File: src/rtl/gcd_controller.sv
// gcd_controller: Moore FSM driving gcd_datapath through load/compare/subtract, with an iteration-limit abort.
// Optional: `define GCD_ITER_COUNT_EN adds the iter_count output port.
module gcd_controller #(
  parameter  int MAX_ITER = 255,
  localparam int CNT_W    = $clog2(MAX_ITER + 1)
) (
  input  logic clk,
  input  logic rst,
  input  logic start,
  input  logic AgtB_dp,
  input  logic BgtA_dp,
  input  logic AeqB_dp,
  output logic load_dp,
  output logic AsubB_dp,
  output logic BsubA_dp,
  output logic AssignRes_dp,
  output logic busy,
  output logic done,
  output logic error
`ifdef GCD_ITER_COUNT_EN
  ,
  output logic [CNT_W-1:0] iter_count
`endif
);

  localparam logic [3:0] S_IDLE   = 4'd0;
  localparam logic [3:0] S_LOAD   = 4'd1;
  localparam logic [3:0] S_WAIT   = 4'd2;
  localparam logic [3:0] S_CMP    = 4'd3;
  localparam logic [3:0] S_SUBA   = 4'd4;
  localparam logic [3:0] S_SUBB   = 4'd5;
  localparam logic [3:0] S_ASSIGN = 4'd6;
  localparam logic [3:0] S_DONE   = 4'd7;
  localparam logic [3:0] S_ERR    = 4'd8;

  localparam logic [CNT_W-1:0] MAX_CNT = CNT_W'(MAX_ITER);

  logic [3:0]       state_q, state_d;
  logic [CNT_W-1:0] cnt_q, cnt_d, cnt_inc;

  // Saturating increment: the counter never wraps past the limit.
  assign cnt_inc = (cnt_q == MAX_CNT) ? cnt_q : cnt_q + CNT_W'(1);

  always_comb begin
    state_d = state_q;
    cnt_d   = cnt_q;
    case (state_q)
      S_IDLE:   if (start) state_d = S_LOAD;
      S_LOAD: begin
        cnt_d   = '0;
        state_d = S_WAIT;
      end
      S_WAIT:   state_d = S_CMP;
      S_CMP: begin
        if (AeqB_dp)              state_d = S_ASSIGN;
        else if (cnt_q == MAX_CNT) state_d = S_ERR;
        else if (AgtB_dp)         state_d = S_SUBA;
        else if (BgtA_dp)         state_d = S_SUBB;
        else begin
          // No flag: re-sample the datapath, but charge it against the limit.
          cnt_d   = cnt_inc;
          state_d = S_WAIT;
        end
      end
      S_SUBA, S_SUBB: begin
        cnt_d   = cnt_inc;
        state_d = S_WAIT;
      end
      S_ASSIGN: state_d = S_DONE;
      S_DONE:   state_d = S_IDLE;
      S_ERR:    state_d = S_IDLE;
      default:  state_d = S_IDLE;
    endcase
  end

  always_ff @(posedge clk or posedge rst) begin
    if (rst) begin
      state_q <= S_IDLE;
      cnt_q   <= '0;
    end else begin
      state_q <= state_d;
      cnt_q   <= cnt_d;
    end
  end

  assign load_dp      = (state_q == S_LOAD);
  assign AsubB_dp     = (state_q == S_SUBA);
  assign BsubA_dp     = (state_q == S_SUBB);
  assign AssignRes_dp = (state_q == S_ASSIGN);
  assign done         = (state_q == S_DONE) || (state_q == S_ERR);
  assign error        = (state_q == S_ERR);
  assign busy         = (state_q == S_LOAD) || (state_q == S_WAIT) || (state_q == S_CMP) ||
                        (state_q == S_SUBA) || (state_q == S_SUBB) || (state_q == S_ASSIGN);

`ifdef GCD_ITER_COUNT_EN
  // Counter only changes between LOAD and DONE/ERR, so it is naturally frozen afterwards.
  assign iter_count = cnt_q;
`endif

endmodule

File: config.mk
export PLATFORM = sky130hd
export DESIGN_NAME = gcd_controller
export DESIGN_NICKNAME = d
export VERILOG_FILES = /design/src/rtl/gcd_controller.sv
export SDC_FILE = /design/constraint.sdc
export NUM_CORES = 1
export LEC_CHECK = 0
export CAP_MARGIN = 20
export CELL_PAD_IN_SITES_DETAIL_PLACEMENT = 0
export CELL_PAD_IN_SITES_GLOBAL_PLACEMENT = 1
export CORE_MARGIN = 8
export CORE_UTILIZATION = 42
export DETAILED_ROUTE_END_ITERATION = 6
export PLACE_DENSITY_LB_ADDON = 0.1
export SYNTH_ARGS = -nofsm -noshare
export SYNTH_HDL_FRONTEND = slang
export SYNTH_SLANG_ARGS = --single-unit
File: constraint.sdc
create_clock -name clk -period 4.5 [get_ports clk]
set_input_delay 0.9 -clock clk [delete_from_list [all_inputs] [get_ports clk]]
set_output_delay 0.9 -clock clk [all_outputs]
set_load 0.02 [all_outputs]
## Word level (Yosys, flattened, before mapping)

Index checks and enable logic that the tools add are counted.

- Equal/unequal tests: 14
- Reductions and logical operators: 11
- Add/subtract/negate cells: 1
- Muxes and demuxes: 12

Operators with widths:

| operator | count |
|---|---|
| $mux 8 | 5 |
| $pmux 8 s3 | 1 |
| $pmux 4 s5 | 1 |
| $eq 4x3->1 const B | 4 |
| $mux 4 | 3 |
| $ne 2x2->1 const B | 5 |
| $add 8x1->8 const B | 1 |
| $eq 4x2->1 const B | 2 |
| $eq 8x8->1 const B | 1 |
| $logic_or 1x1->1 | 6 |
| $mux 3 | 2 |
| $reduce_and 5->1 | 1 |
| $eq 4x1->1 const B | 1 |
| $eq 4x4->1 const B | 1 |
| $logic_not 4->1 | 1 |
| $reduce_bool 3->1 | 1 |
| $reduce_or 3->1 | 1 |
| $reduce_or 2->1 | 1 |

- Register bits: 12
- Input bits: 6
- Output and inout port bits: 7

## Logic depth before layout (Yosys ltp)

- Depth in word-level cells: 7
- Depth in mapped cells: 5

## Least setup slack after synthesis

OpenSTA, ideal clock, no wires.

- Kind: register -> output
- From: register state_q[1]
- To: output done
- Path buffers: 1
- Arrival time: 1,443 ps
- Path slack: 2,157 ps
- Cell stages (with the launch flop): 5
- Path through: dfrtp_1 clkbuf_1 nor3_1 and2_1 o21bai_1

- Longest elaborated chain between the ends: 2

RTL lines:

| element | line | source |
|---|---|---|
| start: declaration | 38 | `logic [3:0] state_q, state_d;` |
| start signal: assignment | 81 | `state_q <= state_d;` |
| $eq 4x4->1 | n/a |  |
| named net error | 19 | `output logic error` |
| $logic_or 1x1->1 | 90 | `assign done = (state_q == S_DONE) \|\| (state_q == S_ERR);` |
| end: declaration | 18 | `output logic done,` |

The timed path passes the listed nets, and every way through them passes these cells.

## Final worst setup path

- From: register state_q[1]
- To: output done

- Longest elaborated chain between the ends: 2

RTL lines:

| element | line |
|---|---|
| $eq 4x3->1 or $eq 4x4->1 (tied branches) | 90 |
| $logic_or 1x1->1 (*) | 90 |

Mark *: on every way between the ends. The rest lies on a longest branch, timed or not.

==> results.py <==
metrics = {
    "drt": {
        "antenna_left": 0,
        "via_per_inst": 5.94,
        "avgRoutedWirePerCell_um": 14.9,
        "drtPass1Iterations": 4,
        "num_vias": 719,
        "drc": 0,
        "drt_wl_total_um": 1810,
        "drt_iter0_markers": 26,
    },
    "yosys": {
        "synth_cells": 85,
        "syn_avg_cell_area_um2": 9.39,
        "syn_area_um2": 798,
        "synth.distinct_cells": 36,
        "synth_edf_count": 0,
        "synth-seq-area-share_pct": 37.6,
        "synth_fp_nets": 92,
        "postSynth.asyncResetShare_pct": 100,
        "synth_ff_type": "dfrtp_1",
        "synth_warnings": 0,
        "synth-seq-cells": 12,
    },
    "critical_path": {
        "critPathRequiredTime_ps": 3600,
        "path_class": "flip-flop to output port",
        "critPathTopFamily": "buffers and inverters",
        "cp_slowest_cell": "clkdlybuf4s50_1",
        "cp-start-kind": "flip-flop",
        "cp.arrival_ps": 2170,
        "crit_buf_inv": 1,
        "worstPathCellList": "nor3_1 -> and2_1 -> o21bai_1 -> clkdlybuf4s50_1",
        "critPathMaxFanout": 14,
        "end_kind": "output port",
        "slowest_delay_ps": 620,
    },
    "floorplanning": {
        "die_area_um2": 3550,
        "start_util_pct": 45.2,
        "die_y_um": 59.6,
        "pin_count": 13,
        "core_um2": 1760,
        "die_w_um": 59.6,
        "rows": 15,
    },
    "power_and_ir_drop": {
        "swShare_pct": 41.1,
        "p_switching_mw": 0.202,
        "power.leakage_nw": 0.365,
        "sequentialPowerShare_pct": 38.9,
        "total_power_mw": 0.492,
        "cellPowerDensity_nw_per_um2": 513,
        "power.internal_mw": 0.289,
        "pwr-share-comb_pct": 43.8,
        "vdd_drop_max_mv": 0.324,
        "clockPowerShare_pct": 17.3,
    },
    "cells_and_area": {
        "layout-drive-gt1-share_pct": 7.29,
        "area_growth_pct": 20.1,
        "nFillCells": 184,
        "mostFrequentLayoutCells": "12 x dfrtp_1, 12 x clkdlybuf4s50_1, 8 x a21oi_1, 6 x nor2_1, 5 x nand2_1",
        "antenna_cells": 0,
        "layout.nets": 104,
    },
    "global_route": {
        "grt_pass1_wl_um": 3330,
        "antenna_found_initial": 0,
        "grt_pass1_vias": 719,
        "grt_usage_pct": 12.4,
        "grt_max_degree": 15,
        "grt_overflow": 0,
    },
    "cts": {
        "numClockSinks": 12,
        "cts_tree": "done",
        "clock-root-buffer": "clkbuf_4",
        "cts_hold_buf": 0,
        "path_clk_slew_ps": 80,
        "cts_resized": 0,
        "post-cts-setup-buffers": 0,
        "htreeDepth": 1,
        "insertion_delay_ps": 270,
        "clockBufferDepth": 2,
        "cts_made_buffers": 3,
    },
    "hold_path": {
        "hp-class": "flip-flop to flip-flop",
    },
    "timing": {
        "worst_slew_pin_slew_ps": 526,
        "slew_headroom_pct": 64.9,
        "timing.fmax_mhz": 326,
        "period_minus_slack_ps": 3070,
        "rsz0062_at_grt": "false",
        "tns_ps": 0,
        "whs_ps": 545,
        "period_share_pct": 68.1,
        "final_max_slew_viol_count": 0,
        "hold_violations": 0,
        "setup_viol": 0,
        "finClkSkew_ps": 6.69,
    },
    "placed_design": {
        "io_buffers": 12,
        "place_congestion": 0.784,
        "dp_hpwl_um": 1280,
    },
    "run": {
        "cap_viol_max_count": 0,
    },
    "outcome": {
        "outcome": "completed",
    },
}
logic make-up (layout without fill, tap and decap cells):
group	count (synthesis)	count (layout)	synth area share, %
adder cells (fa/ha/maj)	1	1	1.57
multiplexers	2	2	2.66
AO/OA/AOI/OAI	24	24	21.5
buffers and inverters	8	19	4.86
flip-flops	12	12	37.6
AND/OR/NAND/NOR	38	38	31.8
area by class of cell:
| cell class | count | area (um2) | area share, % |
|---|---|---|---|
| well taps | 25 | 31.3 | 3.26 |
| inverters | 3 | 11.3 | 1.17 |
| multi-input cells | 65 | 459 | 47.9 |
| clock buffers | 4 | 36.3 | 3.79 |
| repair buffers | 12 | 120 | 12.5 |
| flip-flops and latches | 12 | 300 | 31.3 |
power by group through the flow:
| stage | clock (mW) | combinational (mW) | sequential [mW] |
|---|---|---|---|
| 4_1_cts | 0.0883 | 0.217 | 0.191 |
| 2_1_floorplan | 0 | 0.190 | 0.155 |
| 5_1_grt | 0.0954 | 0.236 | 0.201 |
| 6_report | 0.0850 | 0.215 | 0.191 |
| 3_3_place_gp | 0 | 0.215 | 0.191 |
| 3_5_place_dp | 0 | 0.216 | 0.192 |
flip-flops by register name (all words and copies together) (netlist names):
name     flops
cnt_q        8
state_q      4
per-layer routing:
metal  global-route usage, %  routed length [um]
met4                    3.74                   9
met2                    19.4                 853
met5                       0                   0
met3                    5.86                 130
met1                    14.5                 811
cells in the mapped netlist, types with 2 or more instances:
master | number | share of area, %
dfrtp_1 | 12 | 38
a21oi_1 | 8 | 5.0
nor2_1 | 6 | 2.8
nand2_1 | 5 | 2.4
nand3_1 | 4 | 2.5
or4_1 | 4 | 3.8
inv_1 | 3 | 1.4
nand2b_1 | 3 | 2.4
nor3_1 | 3 | 1.9
o31ai_1 | 3 | 2.8
a211oi_1 | 2 | 1.9
and2_1 | 2 | 1.6
and4_1 | 2 | 2.2
buf_4 | 2 | 1.9
clkbuf_1 | 2 | 0.94
nor3b_1 | 2 | 1.9
o21bai_1 | 2 | 1.9
o32ai_1 | 2 | 2.2
worst paths after layout:
check	cells after the start	start	end	slack [ps]
worst max-delay path	4	state_q[1]$_DFFE_PP0P_	done	1430
worst min-delay path	2	cnt_q[1]$_DFFE_PP0P_	cnt_q[1]$_DFFE_PP0P_	540
worst max register to register	4	state_q[1]$_DFFE_PP0P_	cnt_q[4]$_DFFE_PP0P_	2650
worst min register to register	2	cnt_q[1]$_DFFE_PP0P_	cnt_q[1]$_DFFE_PP0P_	540
max in group asynchronous	2	rst	cnt_q[4]$_DFFE_PP0P_	3240
min in group asynchronous	2	rst	state_q[2]$_DFFE_PP0P_	940
worst register-to-register path, delay by kind of cell, from the launching register on:
| kind | cells | cell delay, ps |
|---|---|---|
| DFF | 1 | 670 |
| AOI/OAI and AO/OA | 2 | 430 |
| and+or+nand+nor | 2 | 690 |
through the flow:
stage | std cells | setup slack, ps | utilization [%] | instance area (um2)
finish | 121 | 1430 | 54.3 | 958
global placement | 117 | 1750 | 52.3 | 922
global route | 121 | 1290 | 54.3 | 958
CTS | 121 | 1400 | 54.3 | 958
floorplan | 85 | 2160 | - | 798
detailed placement | 117 | 1710 | 52.3 | 922
Note: power is estimated with default switching activity, not from simulation.
